**src/rtl/fma_vec.sv**
```systemverilog
// Multi-lane signed fused multiply-accumulate, two-stage pipeline with a
// valid/ready output handshake and optional saturation on the accumulator.
module fma_vec #(
    parameter int WIDTH       = 16,
    parameter int FIXED_POINT = 10,
    parameter int LANES       = 4,
    parameter int SATURATE    = 1
) (
    input  logic                       clk_in,
    input  logic                       rst_n_in,
    input  logic [LANES*3*WIDTH-1:0]   abc_in,
    input  logic                       valid_in,
    input  logic                       c_valid_in,
    input  logic                       fixed_mode_in,
    output logic                       ready_out,
    output logic [LANES*WIDTH-1:0]     out,
    output logic [LANES-1:0]           overflow_out,
    output logic                       valid_out,
    input  logic                       ready_in
);

    localparam int PW = 2 * WIDTH;
    localparam int SW = 2 * WIDTH + 1;

    localparam logic signed [SW-1:0] S_MAX = {{(WIDTH+2){1'b0}}, {(WIDTH-1){1'b1}}};
    localparam logic signed [SW-1:0] S_MIN = {{(WIDTH+2){1'b1}}, {(WIDTH-1){1'b0}}};
    localparam logic [WIDTH-1:0]     R_MAX = {1'b0, {(WIDTH-1){1'b1}}};
    localparam logic [WIDTH-1:0]     R_MIN = {1'b1, {(WIDTH-1){1'b0}}};

    logic                   r_s1_valid;
    logic                   r_s1_cvalid;
    logic                   r_s1_fixed;
    logic signed [PW-1:0]   r_prod [LANES];
    logic [WIDTH-1:0]       r_c    [LANES];
    logic [WIDTH-1:0]       r_out  [LANES];
    logic [LANES-1:0]       r_ovf;
    logic                   r_valid_out;

    logic                   w_en;
    logic signed [PW-1:0]   w_prod [LANES];
    logic signed [SW-1:0]   w_sum  [LANES];
    logic [WIDTH-1:0]       w_res  [LANES];
    logic [LANES-1:0]       w_ovf;

    // The whole pipeline advances as one; a stalled result blocks new beats.
    assign w_en         = !r_valid_out || ready_in;
    assign ready_out    = w_en;
    assign valid_out    = r_valid_out;
    assign overflow_out = r_ovf;

    for (genvar k = 0; k < LANES; k++) begin : g_lane
        logic signed [WIDTH-1:0] w_a;
        logic signed [WIDTH-1:0] w_b;
        logic signed [PW-1:0]    w_p;
        logic [SW-1:0]           w_addend;

        assign w_a       = abc_in[3*WIDTH*k + 2*WIDTH +: WIDTH];
        assign w_b       = abc_in[3*WIDTH*k +   WIDTH +: WIDTH];
        assign w_prod[k] = w_a * w_b;

        assign w_p      = r_s1_fixed ? (r_prod[k] >>> FIXED_POINT) : r_prod[k];
        assign w_addend = r_s1_cvalid ? {{(WIDTH+1){r_c[k][WIDTH-1]}}, r_c[k]}
                                      : {{(WIDTH+1){r_out[k][WIDTH-1]}}, r_out[k]};
        assign w_sum[k] = {w_p[PW-1], w_p} + w_addend;
        assign w_ovf[k] = (w_sum[k] > S_MAX) || (w_sum[k] < S_MIN);

        always_comb begin
            w_res[k] = w_sum[k][WIDTH-1:0];
            if (SATURATE != 0 && w_ovf[k]) begin
                w_res[k] = w_sum[k][SW-1] ? R_MIN : R_MAX;
            end
        end

        assign out[WIDTH*k +: WIDTH] = r_out[k];
    end

    always_ff @(posedge clk_in or negedge rst_n_in) begin
        if (!rst_n_in) begin
            r_s1_valid  <= 1'b0;
            r_s1_cvalid <= 1'b0;
            r_s1_fixed  <= 1'b0;
            r_ovf       <= '0;
            r_valid_out <= 1'b0;
            for (int k = 0; k < LANES; k++) begin
                r_prod[k] <= '0;
                r_c[k]    <= '0;
                r_out[k]  <= '0;
            end
        end else if (w_en) begin
            r_s1_valid  <= valid_in;
            r_valid_out <= r_s1_valid;
            // Operand registers only toggle for real beats.
            if (valid_in) begin
                r_s1_cvalid <= c_valid_in;
                r_s1_fixed  <= fixed_mode_in;
                for (int k = 0; k < LANES; k++) begin
                    r_prod[k] <= w_prod[k];
                    r_c[k]    <= abc_in[3*WIDTH*k +: WIDTH];
                end
            end
            if (r_s1_valid) begin
                r_ovf <= w_ovf;
                for (int k = 0; k < LANES; k++) begin
                    r_out[k] <= w_res[k];
                end
            end
        end
    end

endmodule

```
**config.mk**
```make
export PLATFORM = sky130hd
export DESIGN_NAME = fma_vec
export DESIGN_NICKNAME = d
export VERILOG_FILES = /design/src/rtl/fma_vec.sv
export SDC_FILE = /design/constraint.sdc
export NUM_CORES = 2
export LEC_CHECK = 0
export ABC_AREA = 1
export ABC_CLOCK_PERIOD_IN_PS = 4700
export CAP_MARGIN = 15
export CORE_UTILIZATION = 57
export CTS_CLUSTER_DIAMETER = 100
export DETAILED_ROUTE_END_ITERATION = 6
export PLACE_DENSITY_LB_ADDON = 0.1
export SYNTH_ARGS = -nofsm -noshare
export SYNTH_HDL_FRONTEND = slang
export SYNTH_SLANG_ARGS = --single-unit
```
**constraint.sdc**
```tcl
create_clock -name clk_in -period 4.7 [get_ports clk_in]
set_input_delay 0.94 -clock clk_in [delete_from_list [all_inputs] [get_ports clk_in]]
set_output_delay 0.94 -clock clk_in [all_outputs]
set_load 0.05 [all_outputs]
```
==> impl_metrics.yaml <==
drt:
  route.vias.total: 63047
  finalWirelength_um: 230000
  dr_wl_met2_um: 113000
  met1_length_um: 81500
  drt-initial-drc-count: 5043
  route.met3.wl_um: 17600
  vias_per_cell: 5.48
  top_layer_used: "met5"
  wl_per_cell_um: 20.0
  ant_nets: 0
  dr.pass1.iters: 6
  drc_errors: 0
timing:
  fmaxAchievable_mhz: 161
  hold_ws_ps: 396
  skew_ps: 32.4
  setup_viol: 94
  timing.setup.tns_ps: -87880
  timing.final.crit_share_pct: 132
  worst_slew_pin_slew_ps: 1080
  slew_headroom_pct: 28.3
  hold_viol_final: 0
  rsz0062_at_grt: "true"
  slew_viol_final: 0
  fin_ws_ps: -1500
  final.min_clock_period_ps: 6200
cells_and_area:
  postLayoutCoreUtil_pct: 78.0
  final-seq-area_um2: 6610
  num-fill-cells: 7142
  final_common_cell: "nand2_1"
  layout_common_cells: "2330 x nand2_1, 1893 x inv_1, 894 x fa_1, 805 x buf_4, 367 x nor2_1"
  design_area_um2: 85400
  nets: 11704
  syn_to_final_growth_pct: 35.0
  drive_gt1_share_pct: 28.9
  multi_input_area_um2: 52500
clock_tree:
  clkSlewWorstSetupHoldPaths_ps: 60
  root_buffer: "clkbuf_16"
  cts_buffers: 34
  clk_latency_ps: 560
  cts_hold_buffers: 0
  clkSinkCount: 264
  h-tree-depth: 2
  max-clock-path-buffers: 3
  cts_tree: "done"
logic_synthesis:
  ys_ff_latch: 264
  synth-edff-count: 0
  synth_top_flop_cell: "dfrtp_1"
  synth_cell_type_count: 55
  ys_seq_area_share_pct: 10.4
  postSynthAreaPerCell_um2: 7.20
  synthCells: 8790
  synth_fp_nets: 10496
  syn_area_um2: 63300
  ys_async_sr_fraction_pct: 100
  ys.warnings.count: 0
floorplanning:
  fp.dieH_um: 335
  io_pins: 268
  die_area_um2: 112000
  core_area_um2: 109000
  initial_core_util_pct: 57.8
  die_w_um: 335
  fp-row-count: 121
global_route:
  grt_pass1_vias: 64688
  grt_start_max_net_pins: 165
  antenna_found_initial: 4
  gr-usage-all-layers_pct: 37.2
  grt_pass1_wl_um: 331000
  overflow: 0
setup_path:
  critPathLaunchType: "primary input"
  arrival_ps: 6650
  r2r_start: "r_s1_fixed"
  crit_fanout: 6
  cp.required_ps: 5160
  endpoint_kind: "register"
  crit_start: "abc_in[69]"
  rrSetupSlack_ps: 430
  critPathKind: "primary input to register"
  ff2ff_path_depth: 22
flow_run:
  drv_cap: 0
placement:
  gp_congestion: 0.958
  port_buffers: 267
  dpl.hpwl_um: 156000
  placed_area_um2: 75300
hold_path:
  min_path_type: "primary input to async pin"
outcome:
  outcome: "finished, violations left"
  violations: "setup timing"
[flip-flops by register name, summed over array words and instances (netlist names)]
signal / count
out: 64
overflow_out: 4
r_c: 64
r_prod: 128
r_s1_cvalid: 1
r_s1_fixed: 1
r_s1_valid: 1
valid_out: 1
[worst max-delay path, cell delays in order]
cell,delay [ps]
buf_4,140
buf_12,150
nand2_2,60
inv_2,40
fa_1,690
inv_2,110
fa_2,470
fa_1,430
fa_1,510
inv_1,70
fa_1,570
inv_2,50
fa_1,570
inv_2,80
ha_4,340
nand2_4,80
nor4_4,390
nand4_1,190
nand3_2,140
nand2_2,70
nand2_2,100
a31oi_4,100
or2_4,240
a31oi_1,120
[layout make-up]
type | count | area share [%]
multi-input cells | 5960 | 61.5
repair buffers | 1497 | 17.3
inverters | 2241 | 9.91
diodes | 1 | 0.00293
clock buffers | 46 | 1.15
clock inverters | 15 | 0.248
well taps | 1476 | 2.16
flip-flops and latches | 264 | 7.74
[synth_stat cells, drive strengths merged (4+ instances only)]
master  count  area (um2)
nand2    2642       10000
inv      2238        8400
fa       1052       21100
ha        456        5710
nor2      453        1770
o21ai     310        1550
clkbuf    308        1160
a21oi     295        1590
dfrtp     264        6610
nand3     251        1320
xor2       85         744
mux2       70         788
or2        62         388
nand4      58         375
xnor2      58         508
nor3       38         210
a31oi      22         138
o21bai     21         161
buf        17         134
nand3b     16         124
o21a       14         105
a21o        9        67.6
nor4        9        62.6
o22ai       8        50.1
and2        7        46.3
o211ai      7        52.6
a211oi      4        30.0
[path summary, 6_finish.rpt]
path | to
min in group clk_in | r_c[31]
hold reg to reg | r_c[31]
max in group asynchronous | r_prod[119]
hold / removal | r_prod[20]
setup / recovery | r_prod[92]
setup reg to reg | out[50]
[metal layers]
layer | vias up | GRT usage [%]
met5 | - | 0
met4 | 4 | 18.6
met3 | 1305 | 4.56
met2 | 3218 | 66.4
met1 | 30325 | 43.9
li1 | 28195 | -
[kinds of logic (layout without fill, tap and decap cells)]
group | after synthesis | after routing | share of synthesized area, %
multiplexers | 70 | 70 | 1.25
XOR/XNOR | 143 | 143 | 1.98
adder cells (fa/ha/maj) | 1508 | 1508 | 42.3
flip-flops | 264 | 264 | 10.4
AND/OR/NAND/NOR | 3540 | 3540 | 22.7
AO/OA/AOI/OAI | 699 | 699 | 6.04
buffers and inverters | 2566 | 3799 | 15.3
other | 0 | 1 | 0
[metrics by stage]
stage | instances | setup slack, ps
4_1_cts | 11383 | -1140
2_1_floorplan | 8790 | -1310
6_report | 11500 | -1500
3_3_place_gp | 10990 | -2070
5_1_grt | 11499 | -1560
3_5_place_dp | 10990 | -2120
[timing repair]
item / in CTS / in global routing
pin swaps: 475 / 682
buffers inserted: 289 / 156
gates resized for setup: 1133 / 1112
gates cloned: 44 / 3
setup endpoints to repair: 100 / 97
Power is left out: the tool's default activity adds up to more than one toggle a clock period on the data nets, which glitch-free logic cannot reach.
